## config.mk

```make
export PLATFORM = sky130hd
export DESIGN_NAME = icache_flat
export DESIGN_NICKNAME = d
export VERILOG_FILES = /design/src/rtl/icache_pkg.sv /design/src/rtl/icache_if.sv /design/src/rtl/icache_line_array.sv /design/src/rtl/icache.sv /design/src/flat_wrapper.sv
export SDC_FILE = /design/constraint.sdc
export NUM_CORES = 1
export LEC_CHECK = 0
export CAP_MARGIN = 20
export CORE_MARGIN = 2
export CORE_UTILIZATION = 63
export DETAILED_ROUTE_END_ITERATION = 10
export PLACE_DENSITY = 0.85
export RECOVER_POWER = 25
export SYNTH_ARGS = -nofsm -noshare
export SYNTH_HDL_FRONTEND = slang
export SYNTH_HIERARCHICAL = 1
export SYNTH_SLANG_ARGS = --single-unit
```

## constraint.sdc

```tcl
create_clock -name clk -period 18.61 [get_ports clk]
set_input_delay 3.722 -clock clk [delete_from_list [all_inputs] [get_ports clk]]
set_output_delay 3.722 -clock clk [all_outputs]
set_load 0.02 [all_outputs]
```

## src/rtl/icache_pkg.sv

```systemverilog
// Shared geometry constants, FSM encoding and word-select helper for the instruction cache.
package icache_pkg;
   localparam int LINES  = 8;
   localparam int WORDS  = 4;
   localparam int TAG_W  = 25;
   localparam int IDX_W  = 3;
   localparam int OFF_W  = 2;
   localparam int LINE_W = 32 * WORDS;

   typedef enum logic {
      IDLE  = 1'b0,
      FETCH = 1'b1
   } state_e;

   function automatic logic [31:0] word_sel(input logic [LINE_W-1:0] line,
                                            input logic [OFF_W-1:0]  off);
      return line[{off, 5'b0} +: 32];
   endfunction
endpackage

```

## src/rtl/icache_if.sv

```systemverilog
// Pipeline-side and memory-side signals of the instruction cache.
interface icache_if;
   logic         proc_read;
   logic         proc_write;
   logic [29:0]  proc_addr;
   logic [31:0]  proc_wdata;
   logic         proc_stall;
   logic [31:0]  proc_rdata;
   logic         mem_read;
   logic         mem_write;
   logic [27:0]  mem_addr;
   logic [127:0] mem_wdata;
   logic [127:0] mem_rdata;
   logic         mem_ready;

   modport slave (
      input  proc_read, proc_write, proc_addr, proc_wdata, mem_rdata, mem_ready,
      output proc_stall, proc_rdata, mem_read, mem_write, mem_addr, mem_wdata
   );

   modport master (
      output proc_read, proc_write, proc_addr, proc_wdata, mem_rdata, mem_ready,
      input  proc_stall, proc_rdata, mem_read, mem_write, mem_addr, mem_wdata
   );
endinterface

```

## src/rtl/icache_line_array.sv

```systemverilog
// Valid/tag/data storage: combinational read of one line, synchronous write of one line.
// Only valid bits are reset; tag and data contents are don't-care until their line is filled.
module icache_line_array
   import icache_pkg::*;
(
   input  logic              clk,
   input  logic              rst,
   input  logic [IDX_W-1:0]  rd_idx,
   output logic              rd_vld,
   output logic [TAG_W-1:0]  rd_tag,
   output logic [LINE_W-1:0] rd_dat,
   input  logic              wr_en,
   input  logic [IDX_W-1:0]  wr_idx,
   input  logic [TAG_W-1:0]  wr_tag,
   input  logic [LINE_W-1:0] wr_dat
);
   logic [LINES-1:0]  valid_q, valid_d;
   logic [TAG_W-1:0]  tag_q  [LINES];
   logic [TAG_W-1:0]  tag_d  [LINES];
   logic [LINE_W-1:0] data_q [LINES];
   logic [LINE_W-1:0] data_d [LINES];

   always_comb begin
      valid_d = valid_q;
      tag_d   = tag_q;
      data_d  = data_q;
      if (wr_en) begin
         valid_d[wr_idx] = 1'b1;
         tag_d[wr_idx]   = wr_tag;
         data_d[wr_idx]  = wr_dat;
      end
   end

   always_ff @(posedge clk) begin
      if (rst) valid_q <= '0;
      else     valid_q <= valid_d;
   end

   always_ff @(posedge clk) begin
      tag_q  <= tag_d;
      data_q <= data_d;
   end

   assign rd_vld = valid_q[rd_idx];
   assign rd_tag = tag_q[rd_idx];
   assign rd_dat = data_q[rd_idx];
endmodule

```

## src/rtl/icache.sv

```systemverilog
// Direct-mapped read-only instruction cache, 8 lines x 4 words; hits answer combinationally.
// Defining ICACHE_STATS_EN adds saturating hit_cnt/miss_cnt outputs.
module icache
   import icache_pkg::*;
(
   input  logic clk,
   input  logic rst,
   icache_if.slave bus
`ifdef ICACHE_STATS_EN
   ,
   output logic [31:0] hit_cnt,
   output logic [31:0] miss_cnt
`endif
);
   state_e            state_q, state_d;
   logic [TAG_W-1:0]  req_tag;
   logic [IDX_W-1:0]  req_idx;
   logic [OFF_W-1:0]  req_off;
   logic              line_vld;
   logic [TAG_W-1:0]  line_tag;
   logic [LINE_W-1:0] line_dat;
   logic              hit, fill;
   logic              proc_stall, mem_read;
   logic [31:0]       proc_rdata;
   logic              unused_ok;

   assign req_tag = bus.proc_addr[29:5];
   assign req_idx = bus.proc_addr[4:2];
   assign req_off = bus.proc_addr[1:0];

   icache_line_array u_lines (
      .clk    (clk),
      .rst    (rst),
      .rd_idx (req_idx),
      .rd_vld (line_vld),
      .rd_tag (line_tag),
      .rd_dat (line_dat),
      .wr_en  (fill),
      .wr_idx (req_idx),
      .wr_tag (req_tag),
      .wr_dat (bus.mem_rdata)
   );

   assign hit = !rst && state_q == IDLE && bus.proc_read && line_vld && line_tag == req_tag;

   // Reset overrides everything so an in-flight fetch is dropped and a late mem_ready is ignored.
   always_comb begin
      state_d    = state_q;
      proc_stall = 1'b0;
      proc_rdata = '0;
      mem_read   = 1'b0;
      fill       = 1'b0;
      if (rst) begin
         state_d    = IDLE;
         proc_stall = bus.proc_read;
      end else begin
         case (state_q)
            IDLE: begin
               if (hit) begin
                  proc_rdata = word_sel(line_dat, req_off);
               end else if (bus.proc_read) begin
                  proc_stall = 1'b1;
                  state_d    = FETCH;
               end
            end
            FETCH: begin
               proc_stall = 1'b1;
               mem_read   = 1'b1;
               if (bus.mem_ready) begin
                  fill    = 1'b1;
                  state_d = IDLE;
               end
            end
            default: state_d = IDLE;
         endcase
      end
   end

   always_ff @(posedge clk) begin
      if (rst) state_q <= IDLE;
      else     state_q <= state_d;
   end

   assign bus.proc_stall = proc_stall;
   assign bus.proc_rdata = proc_rdata;
   assign bus.mem_read   = mem_read;
   assign bus.mem_write  = 1'b0;
   assign bus.mem_addr   = bus.proc_addr[29:2];
   assign bus.mem_wdata  = '0;
   assign unused_ok      = ^{bus.proc_write, bus.proc_wdata};

`ifdef ICACHE_STATS_EN
   logic [31:0] hit_cnt_q, hit_cnt_d, miss_cnt_q, miss_cnt_d;

   always_comb begin
      hit_cnt_d  = hit_cnt_q;
      miss_cnt_d = miss_cnt_q;
      if (hit && hit_cnt_q != '1) hit_cnt_d = hit_cnt_q + 32'd1;
      if (state_q == IDLE && state_d == FETCH && miss_cnt_q != '1) miss_cnt_d = miss_cnt_q + 32'd1;
   end

   always_ff @(posedge clk) begin
      if (rst) begin
         hit_cnt_q  <= '0;
         miss_cnt_q <= '0;
      end else begin
         hit_cnt_q  <= hit_cnt_d;
         miss_cnt_q <= miss_cnt_d;
      end
   end

   assign hit_cnt  = hit_cnt_q;
   assign miss_cnt = miss_cnt_q;
`endif
endmodule
```

## src/flat_wrapper.sv

```systemverilog
// flat-port wrapper written by rule: the top's interface ports become plain ports
module icache_flat import icache_pkg::*;
  (clk, rst, bus_proc_read, bus_proc_write, bus_proc_addr, bus_proc_wdata, bus_mem_rdata, bus_mem_ready, bus_proc_stall, bus_proc_rdata, bus_mem_read, bus_mem_write, bus_mem_addr, bus_mem_wdata);
  icache_if bus_i ();
  input  logic clk;
  input  logic rst;
  input wire logic [$bits(bus_i.proc_read)-1:0] bus_proc_read;
  input wire logic [$bits(bus_i.proc_write)-1:0] bus_proc_write;
  input wire logic [$bits(bus_i.proc_addr)-1:0] bus_proc_addr;
  input wire logic [$bits(bus_i.proc_wdata)-1:0] bus_proc_wdata;
  input wire logic [$bits(bus_i.mem_rdata)-1:0] bus_mem_rdata;
  input wire logic [$bits(bus_i.mem_ready)-1:0] bus_mem_ready;
  output wire logic [$bits(bus_i.proc_stall)-1:0] bus_proc_stall;
  output wire logic [$bits(bus_i.proc_rdata)-1:0] bus_proc_rdata;
  output wire logic [$bits(bus_i.mem_read)-1:0] bus_mem_read;
  output wire logic [$bits(bus_i.mem_write)-1:0] bus_mem_write;
  output wire logic [$bits(bus_i.mem_addr)-1:0] bus_mem_addr;
  output wire logic [$bits(bus_i.mem_wdata)-1:0] bus_mem_wdata;
  assign bus_i.proc_read = bus_proc_read;
  assign bus_i.proc_write = bus_proc_write;
  assign bus_i.proc_addr = bus_proc_addr;
  assign bus_i.proc_wdata = bus_proc_wdata;
  assign bus_i.mem_rdata = bus_mem_rdata;
  assign bus_i.mem_ready = bus_mem_ready;
  assign bus_proc_stall = bus_i.proc_stall;
  assign bus_proc_rdata = bus_i.proc_rdata;
  assign bus_mem_read = bus_i.mem_read;
  assign bus_mem_write = bus_i.mem_write;
  assign bus_mem_addr = bus_i.mem_addr;
  assign bus_mem_wdata = bus_i.mem_wdata;
  icache u_core (.clk(clk), .rst(rst), .bus(bus_i));
endmodule
```

==> out/qor.csv <==
stage,metric,value,unit
worst_setup_path,end_kind,primary output,
floorplan,die_y,282,microns
routing,drt-pass1-iter-count,6,
power_and_ir_drop,leakage,0.0172,uW
place,gp_congestion,0.730,
floorplan,row_count,101,
worst_setup_path,critical_path_class,in2out,
synth,synthCells,2086,
timing,finalMaxSlewViolations,0,
finish,layout.nets,2525,
routing,vias,22300,
timing,max_freq,0.0796,GHz
clock_network,clkLatencyLatePin,0.65,ns
finish,syn_to_final_growth,12.5,%
timing,tightest_slew,1.11,ns
timing,period_minus_slack,12.56,ns
timing,final.setup.tns,0,ns
floorplan,fp.coreArea,76300,sq um
grt,grt_usage,27.5,%
finish,final_cells,3467,
power_and_ir_drop,vdd_ir_drop_max,0.0804,mV
worst_setup_path,cp-start-kind,input pin,
synth,async_flop_share,0,%
timing,rsz0062_at_grt,no,
synth,ys_seq_elements,1233,
worst_setup_path,worstPathMaxFanout,85,
run,maxCapViolCount,0,
min_path,hp-class,reg2reg,
power_and_ir_drop,power_density,101,nW/um^2
worst_setup_path,cp_cell_sequence,buf_8 -> buf_4 -> mux4_2 -> mux2_2 -> xnor2_1 -> nand4_1 -> nor4_1 -> nand4_1 -> buf_4 -> nor2b_1 -> clkdlybuf4s50_1,
synth,synth-main-ff-cell,edfxtp_1,
finish,layout_common_cells,"edfxtp_1, mux4_2, mux2_2",
timing,fin_ws,6.05,ns
timing,final_hold_viol_count,0,
synth,postSynthAreaPerCell,23.4,sq um
clock_network,ctsHoldBuffers,0,
place,hpwlAfterDp,56400,microns
synth,yosysWarnings,6,
clock_network,ctsLongestPathBuffers,3,
finish,mostFrequentLayoutCell,edfxtp_1,
routing,drc,0,
floorplan,die_x,282,microns
floorplan,initial_core_util,63.9,%
finish,fin_util,71.8,%
run_status,status,"complete, no violations",
finish,drive_gt1_share,28.1,%
place,place_ws,6.16,ns
worst_setup_path,path_delay_family,buffers and inverters,
worst_setup_path,worst_ep_required_time,14.89,ns
routing,ant_nets,0,
routing,routedWlPerCell,31.0,microns
synth,netlist_area,48700,sq um
worst_setup_path,cp_slowest_cell,buf_4,
synth,synth_edf_count,1224,
worst_setup_path,worstPathArrival,8.84,ns
finish,n_fill_cell,4122,
synth,synth_cell_type_count,29,
worst_setup_path,crit_buf_inv,4,
place,dp.cells,3242,
clock_network,htree_levels,3,
timing,final-setup-viol-count,0,
place,io_buffers,223,
timing,slew_headroom,26.0,%
grt,antenna_found_initial,52,
worst_setup_path,slowest_delay,0.91,ns
grt,grt_pass1_vias,22800,
clock_network,cts_tree,built,
routing,via_per_inst,6.43,
clock_network,cts_resized,0,
timing,fin_crit_sh,67.5,%
grt,grt_max_degree,155,
clock_network,cts_made_buffers,115,
synth,ys_seq_area_share,75.8,%
floorplan,io_pins,386,
grt,grt.overflow.total,0,
timing,clock-skew-final,0.0172,ns
grt,grt_pass1_wl,155000,microns
power_and_ir_drop,power,5550,uW
clock_network,clkTransAtPathRegs,0.06,ns
floorplan,dieArea,79600,sq um
clock_network,cts_root_buffer,clkbuf_16,
clock_network,post_cts_buffers,0,
routing,drt-initial-drc-count,2600,
routing,drt-total-wl,108000,microns
clock_network,cts_sinks,1233,
==> cell usage after synthesis (all sizes together), types with 2 or more instances <==
library cell	count	area (sq um)
nand2	2	7.51
edfxtp	1224	36800
nor4	3	18.8
inv	15	56.3
clkbuf	31	116
dfxtp	9	180
buf	222	1590
and2b	3	22.5
mux2	154	1730
nand4bb	3	33.8
xor2	11	96.3
a21oi	7	35.0
nor2	2	7.51
nor2b	30	188
mux4	340	7660
xnor2	14	123
nand4	5	31.3
nand4b	3	26.3
==> kinds of logic (layout without fill, tap and decap cells) <==
| kind of cell | after synthesis | in the layout | share of synthesized area [%] |
|---|---|---|---|
| DFF | 1233 | 1233 | 75.8 |
| buffers and inverters | 268 | 468 | 3.62 |
| xor gates and xnor gates | 25 | 25 | 0.449 |
| other | 1 | 152 | 0.00769 |
| and+or+nand+nor | 55 | 55 | 0.757 |
| AOI/OAI and AO/OA | 10 | 10 | 0.123 |
| muxes | 494 | 494 | 19.3 |
==> state kept, by name, summed over array words and instances (netlist names) <==
| name | cells |
|---|---|
| u_core/state_q | 1 |
| u_core/u_lines/tag_q | 200 |
| u_core/u_lines/valid_q | 8 |
| u_core/u_lines/data_q | 1024 |
==> worst paths after layout <==
kind	slack [ns]	start	endpoint	depth (start not counted)
setup / recovery	6.05	bus_proc_addr[2]	bus_proc_rdata[26]	11
hold / removal	0.46	u_core/u_lines/valid_q[2]	u_core/u_lines/valid_q[2]	2
setup reg to reg	14.42	u_core/state_q	u_core/u_lines/data_q[239]	6
hold reg to reg	0.46	u_core/u_lines/valid_q[2]	u_core/u_lines/valid_q[2]	2
==> area by class of cell <==
type                    instances  area [sq um]  area share (%)
flip-flops and latches       1233         36900            67.4
diodes                         23          57.6           0.105
repair buffers                252          2490            4.53
clock inverters                60           388           0.707
multi-input cells             713         10500            19.2
inverters                      15          91.3           0.167
well taps                    1030          1290            2.35
clock buffers                 141          3060            5.58
==> tightest hold or removal path: cells and delay by family (launching register included) <==
family                 cells  cell delay [ns]
AOI/OAI and AO/OA          1             0.05
buffers and inverters      1             0.05
DFF                        1             0.31
==> stage by stage <==
| step | hold slack (ns) | cell area, sq um |
|---|---|---|
| 2_1_floorplan | 0.422 | 49200 |
| 3_3_place_gp | 0.445 | 51300 |
| 3_5_place_dp | 0.446 | 51300 |
| 4_1_cts | 0.455 | 54800 |
| 5_1_grt | 0.476 | 54800 |
| 6_report | 0.461 | 54800 |
==> power by group <==
part	leakage [uW]	total, uW	switching, uW	internal (uW)
logic	0.00448	308	168	140
registers	0.0111	3070	3.32	3070
clock network	0.00168	2170	953	1220
total	0.0172	5550	1120	4430
==> metal layers <==
layer,GRT usage (%),share of wire (%),vias to the layer above
li1,-,-,8971
met1,37.1,36,11700
met3,7.03,10,223
met2,44.0,51,1355
met4,10.9,3.0,40
met5,0,0.25,-
No activity file was read; power rests on OpenSTA's default activity.
